`config.mk`:
```
export PLATFORM = sky130hd
export DESIGN_NAME = uart_tx_scheduler
export DESIGN_NICKNAME = d
export VERILOG_FILES = /design/src/rtl/uart_sched_pkg.sv /design/src/rtl/uart_tx_scheduler_rr_pick.sv /design/src/rtl/uart_tx_scheduler.sv
export SDC_FILE = /design/constraint.sdc
export NUM_CORES = 1
export LEC_CHECK = 0
export ABC_AREA = 1
export BUFFER_PORTS_ARGS = -buffer_cell sky130_fd_sc_hd__buf_2
export CAP_MARGIN = 10
export CORE_MARGIN = 5
export CORE_UTILIZATION = 45
export DETAILED_ROUTE_END_ITERATION = 10
export GPL_TIMING_DRIVEN = 1
export PLACE_DENSITY = 0.75
export SLEW_MARGIN = 20
export SYNTH_ARGS = -nofsm -noshare
export SYNTH_HDL_FRONTEND = slang
export SYNTH_SLANG_ARGS = --single-unit
export TNS_END_PERCENT = 5
```
`constraint.sdc`:
```
create_clock -name clk -period 2.8 [get_ports clk]
set_input_delay 0.56 -clock clk [delete_from_list [all_inputs] [get_ports clk]]
set_output_delay 0.56 -clock clk [all_outputs]
set_load 0.01 [all_outputs]
```
`src/rtl/uart_sched_pkg.sv`:
```
// Shared constants for the UART TX scheduler: FSM encoding and default sizing.
package uart_sched_pkg;

  typedef enum logic [1:0] {
    ST_IDLE = 2'd0,
    ST_SEND = 2'd1,
    ST_WAIT = 2'd2,
    ST_HOLD = 2'd3
  } sched_state_e;

  localparam int DEF_NREQ    = 4;
  localparam int DEF_TIMEOUT = 20000;
  localparam int DEF_TW      = 15;

  // Ring successor of idx among n slots.
  function automatic int next_idx(input int idx, input int n);
    return (idx + 1 >= n) ? 0 : idx + 1;
  endfunction

endpackage

```
`src/rtl/uart_tx_scheduler_rr_pick.sv`:
```
// Round-robin picker: first set request found walking the ring from i_ptr.
module rr_pick #(
  parameter int NREQ = 4,
  parameter int PW   = 2
) (
  input  logic [NREQ-1:0] i_req,
  input  logic [PW-1:0]   i_ptr,
  output logic [PW-1:0]   o_idx,
  output logic            o_any
);

  logic [PW-1:0] w_slot;

  // Scan from the farthest slot back to i_ptr so the nearest request is the last written.
  always_comb begin
    o_idx  = '0;
    w_slot = '0;
    for (int k = NREQ - 1; k >= 0; k--) begin
      w_slot = PW'((int'(i_ptr) + k) % NREQ);
      if (i_req[w_slot]) o_idx = w_slot;
    end
    o_any = |i_req;
  end

endmodule

```
`src/rtl/uart_tx_scheduler.sv`:
```
// Shares one UART byte transmitter among NREQ message requesters, one whole
// message per grant, with a per-byte tx_done watchdog.
module uart_tx_scheduler
  import uart_sched_pkg::*;
#(
  parameter int NREQ    = DEF_NREQ,
  parameter int TIMEOUT = DEF_TIMEOUT,
  parameter int TW      = DEF_TW
) (
  input  logic              clk,
  input  logic              rst,
  input  logic [NREQ-1:0]   req_valid,
  input  logic [8*NREQ-1:0] req_data,
  input  logic [NREQ-1:0]   req_last,
  output logic [NREQ-1:0]   req_ready,
  output logic [NREQ-1:0]   gnt,
  output logic              tx_start,
  output logic [7:0]        tx_data,
  input  logic              tx_done,
  output logic              busy,
  output logic              err_timeout
);

  localparam int PW = (NREQ > 1) ? $clog2(NREQ) : 1;

  sched_state_e r_state, w_state_nxt;

  logic [PW-1:0]   r_rr_ptr, r_owner;
  logic            r_last;
  logic [TW-1:0]   r_timer;
  logic [NREQ-1:0] r_gnt, r_req_ready;
  logic [7:0]      r_tx_data;
  logic            r_tx_start, r_busy, r_err;

  logic [PW-1:0]   w_rr_ptr_nxt, w_owner_nxt;
  logic            w_last_nxt;
  logic [TW-1:0]   w_timer_nxt;
  logic [NREQ-1:0] w_gnt_nxt, w_req_ready_nxt;
  logic [7:0]      w_tx_data_nxt;
  logic            w_tx_start_nxt, w_err_nxt;

  logic [NREQ-1:0][7:0] w_bytes;
  logic [NREQ-1:0]      w_req_eff;
  logic [PW-1:0]        w_pick, w_next_ptr;
  logic                 w_any, w_timeout, w_hold_go;

  assign w_bytes = req_data;

  // A requester still shows its consumed byte during its req_ready cycle, so
  // its valid is not trusted until the pulse has gone.
  assign w_req_eff  = req_valid & ~r_req_ready;
  assign w_hold_go  = w_req_eff[r_owner];
  assign w_timeout  = (r_timer == TW'(TIMEOUT - 1));
  assign w_next_ptr = PW'(next_idx(int'(r_owner), NREQ));

  rr_pick #(
    .NREQ (NREQ),
    .PW   (PW)
  ) u_pick (
    .i_req (w_req_eff),
    .i_ptr (r_rr_ptr),
    .o_idx (w_pick),
    .o_any (w_any)
  );

  // State register.
  always_ff @(posedge clk) begin
    if (rst) r_state <= ST_IDLE;
    else     r_state <= w_state_nxt;
  end

  // Next-state logic; tx_done outside WAIT is ignored, and beats the timeout inside it.
  always_comb begin
    w_state_nxt = r_state;
    case (r_state)
      ST_IDLE: if (w_any) w_state_nxt = ST_SEND;
      ST_SEND: w_state_nxt = ST_WAIT;
      ST_WAIT: begin
        if (tx_done)        w_state_nxt = r_last ? ST_IDLE : ST_HOLD;
        else if (w_timeout) w_state_nxt = ST_IDLE;
      end
      ST_HOLD: if (w_hold_go) w_state_nxt = ST_SEND;
    endcase
  end

  // Output/datapath next values; pulses default low, everything else holds.
  always_comb begin
    w_rr_ptr_nxt    = r_rr_ptr;
    w_owner_nxt     = r_owner;
    w_last_nxt      = r_last;
    w_gnt_nxt       = r_gnt;
    w_tx_data_nxt   = r_tx_data;
    w_timer_nxt     = r_timer;
    w_tx_start_nxt  = 1'b0;
    w_req_ready_nxt = '0;
    w_err_nxt       = 1'b0;
    case (r_state)
      ST_IDLE: begin
        if (w_any) begin
          w_owner_nxt    = w_pick;
          w_gnt_nxt      = NREQ'(1) << w_pick;
          w_tx_data_nxt  = w_bytes[w_pick];
          w_last_nxt     = req_last[w_pick];
          w_tx_start_nxt = 1'b1;
        end
      end
      ST_SEND: w_timer_nxt = '0;
      ST_WAIT: begin
        w_timer_nxt = r_timer + TW'(1);
        if (tx_done) begin
          w_req_ready_nxt = r_gnt;
          if (r_last) begin
            w_gnt_nxt    = '0;
            w_rr_ptr_nxt = w_next_ptr;
          end
        end else if (w_timeout) begin
          w_err_nxt    = 1'b1;
          w_gnt_nxt    = '0;
          w_rr_ptr_nxt = w_next_ptr;
        end
      end
      ST_HOLD: begin
        if (w_hold_go) begin
          w_tx_data_nxt  = w_bytes[r_owner];
          w_last_nxt     = req_last[r_owner];
          w_tx_start_nxt = 1'b1;
        end
      end
    endcase
  end

  // Registered outputs and datapath.
  always_ff @(posedge clk) begin
    if (rst) begin
      r_rr_ptr    <= '0;
      r_owner     <= '0;
      r_last      <= 1'b0;
      r_gnt       <= '0;
      r_tx_data   <= 8'h00;
      r_timer     <= '0;
      r_tx_start  <= 1'b0;
      r_req_ready <= '0;
      r_err       <= 1'b0;
      r_busy      <= 1'b0;
    end else begin
      r_rr_ptr    <= w_rr_ptr_nxt;
      r_owner     <= w_owner_nxt;
      r_last      <= w_last_nxt;
      r_gnt       <= w_gnt_nxt;
      r_tx_data   <= w_tx_data_nxt;
      r_timer     <= w_timer_nxt;
      r_tx_start  <= w_tx_start_nxt;
      r_req_ready <= w_req_ready_nxt;
      r_err       <= w_err_nxt;
      r_busy      <= (w_state_nxt != ST_IDLE);
    end
  end

  assign req_ready   = r_req_ready;
  assign gnt         = r_gnt;
  assign tx_start    = r_tx_start;
  assign tx_data     = r_tx_data;
  assign busy        = r_busy;
  assign err_timeout = r_err;

endmodule

```
==> results.cfg <==
[yosys]
yosys-top-cells-area = dfxtp_1 (31%), nand2_1 (16%), nor2_1 (8.2%)
synth.distinct_cells = 35
netlist.area_leader.share_pct = 30.75
postSynthCellCount = 430
async_reset_ff_share_pct = 0
synth_top_area_cell = dfxtp_1
synth_seq_cells = 41
synth.avg_cell_area_um2 = 6.207
synth_ff_type = dfxtp_1
synth_area_mm2 = 0.002669
yosysWarnings = 0
synth_seq_area_share_pct = 30.75
synth_nets = 478
synth-edff-count = 0

[critical_path]
cp.required_ps = 2980
crit_path_frequent_cell = nand2_1
cp.buffers_inverters = 1
path_cells = nand3_1 > nand2_1 > nand2_1 > nand2_1 > nand2_1 > nand2_1 > nand2_1 > nand2_1 > inv_2 > nand3_1 > nand2_1 > nor2_1 > nand2_1 > nand2_1 > a21oi_1
cp.arrival_ps = 2530
critical_path_class = reg -> reg
crit_family = simple AND/OR/NAND/NOR gates
cp-end-kind = flop
cpPeakStageDelay_ps = 600
crit_slowest_cell = dfxtp_1
start_kind = flop
cp_max_fo = 14

[die]
io-pin-count = 62
die_area_mm2 = 0.007571
initial_utilization_pct = 45.62
fp.coreArea_mm2 = 0.005851
die_h_um = 87.01
die_w_um = 87.01
placementRows = 28

[detailed_routing]
wl_per_cell_um = 13.37
wirelength_um = 7501
routed_via_density = 5.371
ant_nets = 0
first_pass_iters = 6
route.vias.total = 3013
drt_iter0_drc = 314
drc = 0

[global_route]
grt_pass1_wl_um = 12380
grt_use_total_pct = 19.93
grt_max_degree = 24
grt_pass1_vias = 2786
grt-ovfl-total = 0
antenna_found_initial = 0

[clocking]
cts_buffers = 5
htreeDepth = 2
clkLatencyLatePin_ps = 300
clkTransAtPathRegs_ps = 80
root_buffer = clkbuf_8
postCtsHoldBufs = 0
cts.path.max_buffers = 2
tritoncts = built
clock_sinks = 41
post_cts_resized = 0
cts_setup_buffers = 0

[cells_and_area]
drive_above_1_share_pct = 19.96
nets = 533
diodes = 0
syn2layout_area_growth_pct = 15.94
utilization_pct = 52.89

[power_and_ir_drop]
powerDensity_mw_per_mm2 = 571.1
ir_drop_v = 0.0003238
leakage_nw = 1.468

[timing]
worst_pin_slew_ps = 523.6
slew_viol_final = 0
tns_ps = 0
finClkSkew_ps = 9.745
rsz0062_at_grt = no
relSlewSlack_pct = 65.01
finalCritPeriodShare_pct = 83.91
hold_violations = 0
period_needed_ps = 2350
fmax_ghz = 0.4256
setup_violations = 0

[outcome]
status = finished clean

[job]
max_cap_viol_count = 0

[hold_path]
hp-class = reg -> reg

[placement]
place_congestion = 0.8727
dp_hpwl_um = 5567
io_buffers = 61
[state kept, by name, indices dropped and copies added (netlist names)]
name / cells
tx_start: 1
r_rr_ptr: 2
r_owner: 2
err_timeout: 1
gnt: 4
busy: 1
r_state: 2
r_last: 1
tx_data: 8
req_ready: 4
r_timer: 15
[cell usage after synthesis (3+ instances only)]
| library cell | number |
|---|---|
| nor2_2 | 3 |
| clkbuf_1 | 10 |
| dfxtp_1 | 41 |
| nand2_2 | 3 |
| a21oi_1 | 27 |
| buf_6 | 3 |
| buf_2 | 3 |
| o21ai_0 | 30 |
| nor3_1 | 16 |
| a31oi_1 | 10 |
| nand3_1 | 36 |
| inv_1 | 39 |
| a21oi_2 | 5 |
| nand2_1 | 114 |
| ha_1 | 5 |
| nor2_1 | 58 |
[worst reg2reg max path, stage by stage (launching register included)]
cell and delay [ps]:
dfxtp_1 600, nand3_1 130, nand2_1 140, nand2_1 70, nand2_1 50, nand2_1 40
nand2_1 50, nand2_1 60, nand2_1 400, inv_2 210, nand3_1 120, nand2_1 60
nor2_1 100, nand2_1 60, nand2_1 80, a21oi_1 70
[where the power goes]
group | switching (mW) | internal [mW]
registers | 0.0456 | 0.643
clock network | 0.211 | 0.177
logic | 0.448 | 0.243
total | 0.705 | 1.06
[cells in the final DEF, fill, tap and decap left out, drive strengths merged]
cell / count
a21oi: 32
a221oi: 1
a31oi: 10
and3: 1
buf: 66
clkbuf: 5
clkinv: 2
clkinvlp: 1
dfxtp: 41
ha: 5
inv: 43
nand2: 119
nand3: 38
nand3b: 1
nand4: 2
nor2: 61
nor3: 18
nor3b: 1
o211ai: 1
o21a: 1
o21ai: 30
o22ai: 2
or2: 2
xnor2: 1
xor2: 2
[metal layers]
metal | routed length, um | vias to the layer above | global-route usage, % | part of all wire [%]
met3 | 680 | 23 | 4.068 | 9.1
li1 | - | 1505 | - | -
met2 | 3493 | 162 | 32.23 | 47
met4 | 184 | 0 | 7.790 | 2.5
met5 | 0 | - | 0 | 0
met1 | 3142 | 1323 | 25.89 | 42
[metrics by stage]
step	instance area [um2]	total power, mW	setup slack [ps]	hold WS (ps)	std cells
global route	3094	1.897	181.3	474.8	561
finish	3094	1.767	450.5	452.4	561
CTS	3094	1.769	495.4	449.2	561
floorplan	2669	1.172	862.5	444.7	430
detailed placement	3004	1.374	403.6	434.4	553
global placement	3004	1.367	440.3	439.8	553
[cells by family after synthesis]
logic type | count (synthesis) | synth area share [%]
buf+inv | 61 | 9.939
simple gates | 243 | 39.71
xor+xnor | 3 | 0.9847
compound gates | 77 | 16.27
flops | 41 | 30.75
fa+ha+maj | 5 | 2.344
[final timing paths]
kind / from / to / slack [ps] / cells after the start
hold reg to reg: gnt[1] / req_ready[1] / 450 / 2
hold / removal: gnt[1] / req_ready[1] / 450 / 2
setup reg to reg: r_rr_ptr[0] / tx_data[2] / 450 / 15
setup / recovery: r_rr_ptr[0] / tx_data[2] / 450 / 15
[cell type report]
cell class,count,area (um2)
Clock buffer,5,68.82
Tap cell,75,93.84
Inverter,43,163.9
Fill cell,602,2756
Timing Repair Buffer,66,342.8
Clock inverter,3,21.27
Multi-Input combinational cell,328,1583
Sequential cell,41,820.8
Power figures use the tool's default switching activity.
